**config.mk**
```make
export PLATFORM = sky130hd
export DESIGN_NAME = muldiv_seq
export DESIGN_NICKNAME = d
export VERILOG_FILES = /design/src/rtl/muldiv_seq_pkg.sv /design/src/rtl/muldiv_step.sv /design/src/rtl/muldiv_seq.sv
export SDC_FILE = /design/constraint.sdc
export NUM_CORES = 1
export LEC_CHECK = 0
export ABC_AREA = 0
export CAP_MARGIN = 10
export CORE_MARGIN = 8
export CORE_UTILIZATION = 51
export CTS_CLUSTER_DIAMETER = 60
export CTS_CLUSTER_SIZE = 10
export DETAILED_ROUTE_END_ITERATION = 8
export HOLD_SLACK_MARGIN = 0.08
export PLACE_DENSITY_LB_ADDON = 0.05
export REMOVE_ABC_BUFFERS = 1
export SKIP_CTS_REPAIR_TIMING = 1
export SYNTH_ARGS = -nofsm -noshare
export SYNTH_HDL_FRONTEND = slang
export SYNTH_SLANG_ARGS = --single-unit
```
**constraint.sdc**
```tcl
create_clock -name clk -period 4.6 [get_ports clk]
set_input_delay 0.92 -clock clk [delete_from_list [all_inputs] [get_ports clk]]
set_output_delay 0.92 -clock clk [all_outputs]
set_load 0.01 [all_outputs]
```
**src/rtl/muldiv_seq_pkg.sv**
```systemverilog
// Shared definitions for the iterative RV32M multiply/divide sequencer.
// Provides the funct3 op codes, the sequencer state encoding and small
// helpers that decode operand signedness from the op code.
package muldiv_seq_pkg;

  // funct3 codes of the RV32M instructions
  localparam logic [2:0] MD_MUL    = 3'b000;
  localparam logic [2:0] MD_MULH   = 3'b001;
  localparam logic [2:0] MD_MULHSU = 3'b010;
  localparam logic [2:0] MD_MULHU  = 3'b011;
  localparam logic [2:0] MD_DIV    = 3'b100;
  localparam logic [2:0] MD_DIVU   = 3'b101;
  localparam logic [2:0] MD_REM    = 3'b110;
  localparam logic [2:0] MD_REMU   = 3'b111;

  typedef enum logic [1:0] {
    MD_IDLE = 2'b00,
    MD_CALC = 2'b01,
    MD_FIN  = 2'b10
  } md_state_e;

  // Divide family occupies the upper half of the funct3 space
  function automatic logic md_is_div(input logic [2:0] op);
    return op[2];
  endfunction

  // Operand A is signed for MUL/MULH/MULHSU/DIV/REM
  function automatic logic md_a_signed(input logic [2:0] op);
    return (op == MD_MUL) || (op == MD_MULH) || (op == MD_MULHSU) ||
           (op == MD_DIV) || (op == MD_REM);
  endfunction

  // Operand B is signed for MUL/MULH/DIV/REM
  function automatic logic md_b_signed(input logic [2:0] op);
    return (op == MD_MUL) || (op == MD_MULH) || (op == MD_DIV) || (op == MD_REM);
  endfunction

  // Remainder ops take the dividend's sign instead of the xor of both signs
  function automatic logic md_is_rem(input logic [2:0] op);
    return op[2] & op[1];
  endfunction

endpackage

```
**src/rtl/muldiv_step.sv**
```systemverilog
// One combinational iteration of the multiply/divide loop.
//   acc_i      : {high word, low word} working accumulator
//   operand_i  : multiplicand (multiply) or divisor magnitude (divide)
//   div_mode_i : 0 = shift-add multiply step, 1 = restoring divide step
//   acc_o      : next accumulator (divide: low bit left 0, see q_bit_o)
//   q_bit_o    : quotient bit produced by a divide step (0 when multiplying)
// Multiply: low word holds the remaining multiplier bits; the product grows
// in from the top as the pair shifts right.
// Divide: high word is the partial remainder, low word shifts the dividend
// out at the top while quotient bits enter at bit 0.
module muldiv_step #(
  parameter int XLEN = 32
) (
  input  logic [2*XLEN-1:0] acc_i,
  input  logic [XLEN-1:0]   operand_i,
  input  logic              div_mode_i,
  output logic [2*XLEN-1:0] acc_o,
  output logic              q_bit_o
);

  logic [XLEN:0] sum;
  logic [XLEN:0] rem_sh;
  logic [XLEN:0] diff;

  always_comb begin
    sum     = {1'b0, acc_i[2*XLEN-1:XLEN]} + (acc_i[0] ? {1'b0, operand_i} : '0);
    rem_sh  = {acc_i[2*XLEN-1:XLEN], acc_i[XLEN-1]};
    // rem_sh < 2*divisor, so bit XLEN of the difference is a clean borrow flag
    diff    = rem_sh - {1'b0, operand_i};
    q_bit_o = 1'b0;
    acc_o   = {sum, acc_i[XLEN-1:1]};
    if (div_mode_i) begin
      q_bit_o = ~diff[XLEN];
      acc_o   = {(diff[XLEN] ? rem_sh[XLEN-1:0] : diff[XLEN-1:0]),
                 acc_i[XLEN-2:0], 1'b0};
    end
  end

endmodule

```
**src/rtl/muldiv_seq.sv**
```systemverilog
// Iterative RV32M multiply/divide sequencer.
// Accepts one op per start pulse in IDLE, iterates XLEN cycles over operand
// magnitudes, applies the sign fix in FIN and strobes result_valid once.
// Divide-by-zero and signed overflow bypass the loop (latency 1).
//   clk, rst_n        : clock, asynchronous active-low reset
//   start, op         : issue request and funct3
//   rs1_data/rs2_data : operands A and B, sampled only on acceptance
//   flush             : abort any in-flight operation
//   busy, stall       : sequencer occupied / hold the core
//   result            : last result (held), result_valid one-cycle strobe
module muldiv_seq
  import muldiv_seq_pkg::*;
#(
  parameter int XLEN = 32
) (
  input  logic            clk,
  input  logic            rst_n,
  input  logic            start,
  input  logic [2:0]      op,
  input  logic [XLEN-1:0] rs1_data,
  input  logic [XLEN-1:0] rs2_data,
  input  logic            flush,
  output logic            busy,
  output logic            stall,
  output logic [XLEN-1:0] result,
  output logic            result_valid
);

  localparam int CW = $clog2(XLEN);
  localparam logic [XLEN-1:0] SMIN = {1'b1, {(XLEN-1){1'b0}}};

  md_state_e         state_q, state_d;
  logic [2:0]        op_q, op_d;
  logic [XLEN-1:0]   b_mag_q, b_mag_d;
  logic [2*XLEN-1:0] acc_q, acc_d;
  logic [CW-1:0]     cnt_q, cnt_d;
  logic              neg_q, neg_d;
  logic [XLEN-1:0]   result_q, result_d;
  logic              rv_q, rv_d;

  logic              a_neg, b_neg;
  logic [XLEN-1:0]   a_mag, b_mag;
  logic              div_zero, div_ovf, accept;
  logic [2*XLEN-1:0] step_acc, prod_fix;
  logic              step_q;
  logic [XLEN-1:0]   lo_fix, hi_fix, fin_val, fast_val;

  muldiv_step #(.XLEN(XLEN)) u_step (
    .acc_i      (acc_q),
    .operand_i  (b_mag_q),
    .div_mode_i (md_is_div(op_q)),
    .acc_o      (step_acc),
    .q_bit_o    (step_q)
  );

  // Operand decode for the issue cycle
  always_comb begin
    a_neg    = md_a_signed(op) & rs1_data[XLEN-1];
    b_neg    = md_b_signed(op) & rs2_data[XLEN-1];
    a_mag    = a_neg ? (~rs1_data + 1'b1) : rs1_data;
    b_mag    = b_neg ? (~rs2_data + 1'b1) : rs2_data;
    div_zero = (rs2_data == '0);
    div_ovf  = ((op == MD_DIV) || (op == MD_REM)) && (rs1_data == SMIN) && (rs2_data == '1);
    accept   = start & ~flush & ~rv_q & (state_q == MD_IDLE);
    // Fast-path answers: x/0 = all ones, x%0 = x; MIN/-1 = MIN, MIN%-1 = 0
    if (div_zero) fast_val = md_is_rem(op) ? rs1_data : '1;
    else          fast_val = md_is_rem(op) ? '0 : SMIN;
  end

  // Sign fix and word select; neg_q already encodes the op-specific rule
  always_comb begin
    prod_fix = neg_q ? (~acc_q + 1'b1) : acc_q;
    lo_fix   = neg_q ? (~acc_q[XLEN-1:0] + 1'b1) : acc_q[XLEN-1:0];
    hi_fix   = neg_q ? (~acc_q[2*XLEN-1:XLEN] + 1'b1) : acc_q[2*XLEN-1:XLEN];
    case (op_q)
      MD_MUL:                       fin_val = prod_fix[XLEN-1:0];
      MD_MULH, MD_MULHSU, MD_MULHU: fin_val = prod_fix[2*XLEN-1:XLEN];
      MD_DIV, MD_DIVU:              fin_val = lo_fix;
      default:                      fin_val = hi_fix;
    endcase
  end

  // Next-state and datapath control
  always_comb begin
    state_d  = state_q;
    op_d     = op_q;
    b_mag_d  = b_mag_q;
    acc_d    = acc_q;
    cnt_d    = cnt_q;
    neg_d    = neg_q;
    result_d = result_q;
    rv_d     = 1'b0;
    case (state_q)
      MD_IDLE: begin
        if (accept) begin
          op_d    = op;
          b_mag_d = b_mag;
          acc_d   = {{XLEN{1'b0}}, a_mag};
          cnt_d   = '0;
          neg_d   = md_is_rem(op) ? a_neg : (a_neg ^ b_neg);
          if (md_is_div(op) && (div_zero || div_ovf)) begin
            result_d = fast_val;
            rv_d     = 1'b1;
            state_d  = MD_FIN;
          end else begin
            state_d  = MD_CALC;
          end
        end
      end
      MD_CALC: begin
        if (flush) begin
          state_d = MD_IDLE;
        end else begin
          acc_d = md_is_div(op_q) ? {step_acc[2*XLEN-1:1], step_q} : step_acc;
          cnt_d = cnt_q + 1'b1;
          if (cnt_q == CW'(XLEN-1)) state_d = MD_FIN;
        end
      end
      MD_FIN: begin
        state_d = MD_IDLE;
        // rv_q high here means the fast path already delivered its result
        if (!flush && !rv_q) begin
          result_d = fin_val;
          rv_d     = 1'b1;
        end
      end
      default: state_d = MD_IDLE;
    endcase
  end

  always_ff @(posedge clk or negedge rst_n) begin
    if (!rst_n) begin
      state_q  <= MD_IDLE;
      op_q     <= '0;
      b_mag_q  <= '0;
      acc_q    <= '0;
      cnt_q    <= '0;
      neg_q    <= 1'b0;
      result_q <= '0;
      rv_q     <= 1'b0;
    end else begin
      state_q  <= state_d;
      op_q     <= op_d;
      b_mag_q  <= b_mag_d;
      acc_q    <= acc_d;
      cnt_q    <= cnt_d;
      neg_q    <= neg_d;
      result_q <= result_d;
      rv_q     <= rv_d;
    end
  end

  assign busy         = (state_q != MD_IDLE);
  assign stall        = (start & (state_q == MD_IDLE)) | (busy & ~rv_q);
  assign result       = result_q;
  assign result_valid = rv_q;

endmodule
```
# [Word-level counts from Yosys, hierarchy flattened]
# Cells that the tools add are included.
[totals] ff_bits=140 latchBits=0 ram_bits=0 mem_bits_ro=0 input_bits=71 wordCells=113 n_memories=0
[op_classes] add_sub_neg=8 multipliers=0 div_mod_pow=0 order_cmp=0 eq_ne=19 shift=0 mux=33 n_bitwise=18 reduce_logical=27
[ops] cell="two-way mux 32 bit" count=12
[ops] cell="two-way mux 64 bit" count=4
[ops] cell="adder 32 x 1 -> 32 bit (second input constant)" count=4
[ops] cell="inverter 32 bit" count=4
[ops] cell="one-hot mux 64 bit (2 select lines)" count=1
[ops] cell="one-hot mux 32 bit (3 select lines)" count=1
[ops] cell="adder 64 x 1 -> 64 bit (second input constant)" count=1
[ops] cell="equality test 32 bit (second input constant)" count=2
[ops] cell="inverter 64 bit" count=1
[ops] cell="one-hot mux 32 bit (2 select lines)" count=1
[ops] cell="adder 32 x 33 -> 33 bit" count=1
[ops] cell="subtractor 33 x 32 -> 33 bit" count=1
[ops] cell="logical NOT 32 bit" count=1
[ops] cell="equality test 3 bit (second input constant)" count=4
[ops] cell="two-way mux 5 bit" count=2
[ops] cell="one-hot mux 5 bit (2 select lines)" count=1
[ops] cell="equality test 3 x 2 -> 1 bit (second input constant)" count=3
[ops] cell="bitwise AND 1 bit" count=8
[ops] cell="logical OR 1 bit" count=8
[ops] cell="two-way mux 2 bit" count=4
[ops] cell="equality test 3 x 1 -> 1 bit (second input constant)" count=2
[ops] cell="logical NOT 3 bit" count=2
[ops] cell="!= test 2 bit (second input constant)" count=3
[ops] cell="nonzero test 2 bit" count=3
[ops] cell="20 further kinds" count=31

# [Logic depth before layout (Yosys ltp)]
[logic_depth] word_depth=9 mapped_depth=15 ltp_nobuf=14

# [Modules after synthesis]
# From an unflattened synthesis, not the netlist that was laid out.
[unflattened] cells_unflattened=2006 area_unflattened_um2=14938.1
[modules_own_cells] module="muldiv_seq" n_inst=1 cells_each=1321 area_per_inst_um2=10257.3 seq_area_each_um2=3503.4
[modules_own_cells] module="muldiv_step" n_inst=1 cells_each=685 area_per_inst_um2=4680.7 seq_area_each_um2=0.0

# [Least setup slack after synthesis]
# Ideal clock, no wire load.
[synth_path] kind="flip-flop to flip-flop" startpoint="reg acc_q[32]" endpoint="reg acc_q[32]" setup_ps=142 arrival_time_ps=3420 t_required_ps=4458 setup_slack_ps=1038 stages_incl_launch_ff=16 path_buffers=3 path_cell_list="dfrtp_1 -> clkbuf_1 -> inv_1 -> fa_1 -> nand2b_1 -> a21oi_1 -> o21ai_0 -> o31ai_1 -> a21oi_1 -> o31ai_1 -> xor2_1 -> buf_2 -> clkbuf_1 -> nand2_1 -> o21ai_0 -> o221ai_1"
[synth_between] elab_chain_len=5
[synth_lines] item="from (decl)" line_no="muldiv_seq.sv:35" source="logic [2*XLEN-1:0] acc_q, acc_d;"
[synth_lines] item="from (signal assigned)" line_no="muldiv_seq.sv:136" source="acc_q <= '0;"
[synth_lines] item="from (signal assigned)" line_no="muldiv_seq.sv:145" source="acc_q <= acc_d;"
[synth_lines] item="subtractor 33 x 32 -> 33 bit" line_no="muldiv_step.sv:29" source="diff = rem_sh - {1'b0, operand_i};"
[synth_lines] item="two-way mux 32 bit" line_no="muldiv_step.sv:34" source="acc_o = {(diff[XLEN] ? rem_sh[XLEN-1:0] : diff[XLEN-1:0]),"
[synth_lines] item="two-way mux 64 bit (*)" line_no="muldiv_step.sv:32" source="if (div_mode_i) begin"
[synth_lines] item="two-way mux 64 bit (*)" line_no="muldiv_seq.sv:111" source="if (flush) begin"
[synth_lines] item="one-hot mux 64 bit (2 select lines) (*)" line_no="muldiv_seq.sv:93" source="case (state_q)"
# Every way passes the cells marked *; elsewhere a longest branch is shown, timed or not. The select of a mux whose other input is x is not followed.
# A chain may end at the register's enable or synchronous reset.

# [Final worst setup path]
[layout_path] startpoint="in rs1_data[25]" endpoint="reg result_q[8], in the netlist result[8]"
[layout_between] elab_chain_len=7
[layout_lines] item="from (decl)" line_no="muldiv_seq.sv:20" source="input logic [XLEN-1:0] rs1_data,"
[layout_lines] item="equality test 32 bit" line_no="muldiv_seq.sv:63" source="div_ovf = ((op == MD_DIV) || (op == MD_REM)) && (rs1_data == SMIN) && (rs2_data == '1);"
[layout_lines] item="logical AND 1 bit (2 in a row)" line_no="muldiv_seq.sv:63"
[layout_lines] item="logical OR 1 bit" line_no="muldiv_seq.sv:101" source="if (md_is_div(op) && (div_zero || div_ovf)) begin"
[layout_lines] item="logical AND 1 bit" line_no="muldiv_seq.sv:101"
[layout_lines] item="!= test 2 x 1 -> 1 bit (no line)"
[layout_lines] item="AND reduction 4 bit (no line)"
[layout_lines] item="to (signal assigned)" line_no="muldiv_seq.sv:148" source="result_q <= result_d;"
[layout_lines] item="to (decl)" line_no="muldiv_seq.sv:38" source="logic [XLEN-1:0] result_q, result_d;"
# No other way between the ends.

==> out/qor.json <==
{
  "final_min_period_over_clock_period": 0.9285,
  "crit_path_max_fanout": 29,
  "max_freq_ghz": 0.2341,
  "grt_first_pass_wirelength_um": 77390,
  "finClkSkew_ns": 0.008094,
  "worst_ir_drop_vdd_mv": 0.3412,
  "dpl.cell_count": 2285,
  "clk_transition_reported_paths_ns": 0.06,
  "synth_cell_types": 69,
  "critical-path-max-stage-delay_ns": 0.74,
  "cp_num_buf_inv": 5,
  "worst_setup_path_end_kind": "flip-flop",
  "cts_tree": "yes",
  "instances_no_fill": 2317,
  "power_density_nw_per_um2": 691.1,
  "wl_um": 48880,
  "crit_path_frequent_cell": "buf_12",
  "ctsHtreeMaxLevel": 4,
  "yosysTopAreaCellShare": 0.2490,
  "cts_buffer_depth": 2,
  "antenna-diode-count": 0,
  "layout.nets": 2102,
  "finish.instance_area_um2": 16220,
  "drc": 0,
  "synth.area.top_cells": "dfrtp_1 (25%), o21ai_0 (8.1%), nand2_1 (6.4%)",
  "postSynth.asyncResetShare": 1.000,
  "synth-edff-count": 0,
  "sequential_area_share_after_synthesis": 0.2490,
  "synth.yosys.warnings": 0,
  "final_critical_path_setup_slack_ns": 0.3291,
  "number_of_standard_cells_after_synthesis": 1908,
  "ys_seq_elements": 140,
  "critPathRequiredTime_ns": 4.96,
  "setup_violations": 0,
  "placement_rows": 61,
  "synth_area_per_cell_um2": 7.375,
  "crit_chain": "clkdlybuf4s50_1 -> or4_1 -> nor3_1 -> nand4_1 -> o32a_1 -> inv_1 -> a21oi_2 -> inv_2 -> buf_12 -> buf_12 -> nor2_1 -> a31oi_1",
  "design.die.area_um2": 33160,
  "report.final.hold_viol_count": 0,
  "cpMaxStageDelayCell": "nor3_1",
  "timing.critical_path.from_type": "input port",
  "postSynth.topFlopCell": "dfrtp_1",
  "netlist.top_cell.by_area": "dfrtp_1",
  "clock_sink_count": 140,
  "critPathLaunch": "rs1_data[25]",
  "placedInstanceArea_um2": 15590,
  "hold_class": "input port to async pin",
  "rr_startpoint": "acc_q[32]",
  "max_cap_violations": 0,
  "power.leakage_nw": 6.822,
  "syn_to_final_growth_pct": 15.26,
  "worst_path_dominant_cell_family": "simple AND/OR/NAND/NOR gates",
  "dieHeight_um": 182.1,
  "slew_viol_final": 0,
  "port_buffers": 105,
  "core_area_um2": 27480,
  "drtAntennaViolNets": 0,
  "gp_routability_congestion": 0.9420,
  "relSlewSlack": 0.3068,
  "number_of_global_route_vias_before_repair": 14250,
  "grt_setup_unrepaired": "no",
  "proportion_of_layout_cells_with_a_drive_suffix_above_1": 0.05936,
  "detail_route.first_pass.iterations": 5,
  "via_count": 14640,
  "first_iter_violations": 1381,
  "grt_start_max_net_pins": 73,
  "critPathArrivalTime_ns": 4.63,
  "gr-total-overflow": 0,
  "syn_area_um2": 14070,
  "run_status": "finished clean",
  "cts_inserted_buffers": 17,
  "timing_worst_slew_pin_value_ns": 1.040,
  "grt_antenna_before_repair": 0,
  "grt_usage": 0.2922,
  "timing.final.crit_period_ns": 4.271,
  "ctsRootBufferMaster": "clkbuf_16",
  "detailedPlacementHpwl_um": 37030,
  "reg2reg_slack_ns": 0.50,
  "timing_worst_setup_path_type": "input port to flip-flop",
  "initial_utilization": 0.5121,
  "clkLatencyLatePin_ns": 0.45,
  "io_pins": 106,
  "via_per_inst": 6.316,
  "dp_slack_ns": 0.1161,
  "postLayoutCoreUtil": 0.5903,
  "die_width_um": 182.1,
  "wire_per_inst_um": 21.10
}
[metal layers]
metal	track usage	up-vias	share of wire
met5	0	-	0
met4	0.1456	0	0.044
met3	0.04056	123	0.063
met2	0.4734	616	0.46
met1	0.3775	6931	0.44
li1	-	6965	-
[cell families after synthesis]
| family | after synthesis | synth area share |
|---|---|---|
| simple gates | 649 | 0.2131 |
| buf+inv | 199 | 0.05380 |
| fa+ha+maj | 73 | 0.06598 |
| compound gates | 621 | 0.2728 |
| flops | 140 | 0.2490 |
| mux | 53 | 0.03770 |
| xor+xnor | 173 | 0.1077 |
[stage by stage]
stage / TNS [ns] / hold WS (ns) / power (mW)
6_report: 0 / 0.4630 / 11.21
5_1_grt: 0 / 0.4924 / 12.08
4_1_cts: 0 / 0.4814 / 11.08
3_5_place_dp: 0 / 0.4665 / 9.531
3_3_place_gp: 0 / 0.4603 / 9.461
2_1_floorplan: -9.660 / 0.4467 / 7.365
[layout by cell type, fill, tap and decap left out, drive strengths merged, types with 53 or more instances in the layout]
cell	instances
nand2	241
xor2	89
clkdlybuf4s50	104
buf	55
mux2i	53
a21oi	121
ha	71
xnor2	84
inv	71
nor2	178
dfrtp	140
o21ai	231
[final timing paths]
kind                               end  cells after the start
min reg2reg                  result[4]                      2
max reg2reg                  acc_q[39]                     15
max                          result[8]                     12
min in group clk             result[4]                      2
min                           acc_q[5]                      1
max in group asynchronous  b_mag_q[22]                      2
[synth_stat cells (13+ instances only)]
| cell | number |
|---|---|
| nor2_1 | 178 |
| xor2_1 | 89 |
| nand2b_1 | 22 |
| inv_1 | 70 |
| nor4_1 | 16 |
| or3_1 | 21 |
| o221ai_1 | 13 |
| dfrtp_1 | 140 |
| o211ai_1 | 28 |
| ha_1 | 71 |
| xnor2_1 | 84 |
| a21o_1 | 34 |
| a31oi_1 | 27 |
| nand2_1 | 241 |
| o31ai_1 | 29 |
| mux2i_1 | 53 |
| a22oi_1 | 18 |
| o22ai_1 | 28 |
| nor3_1 | 27 |
| o21a_1 | 14 |
| o21ai_0 | 229 |
| nand4_1 | 26 |
| nand3_1 | 40 |
| clkbuf_1 | 113 |
| o41ai_1 | 14 |
| a21oi_1 | 121 |
[power by group]
part,internal (mW),switching [mW],total (mW)
combinational,2.95,4.28,7.22
clock,0.941,0.571,1.51
sequential,1.65,0.825,2.47
[area by class of cell]
type / count / area (µm²)
Inverter: 71 / 266.5
Multi-Input combinational cell: 1569 / 9853
Tap cell: 346 / 432.9
Sequential cell: 140 / 3506
Clock inverter: 5 / 103.9
Clock buffer: 27 / 523.0
Fill cell: 2611 / 11260
Timing Repair Buffer: 159 / 1533
[sequential cells by signal, indices dropped and copies added, names as in the netlist]
name / count
op_q: 3
state_q: 2
acc_q: 64
cnt_q: 5
neg_q: 1
b_mag_q: 32
result_valid: 1
result: 32
Power figures use the tool's default switching activity.
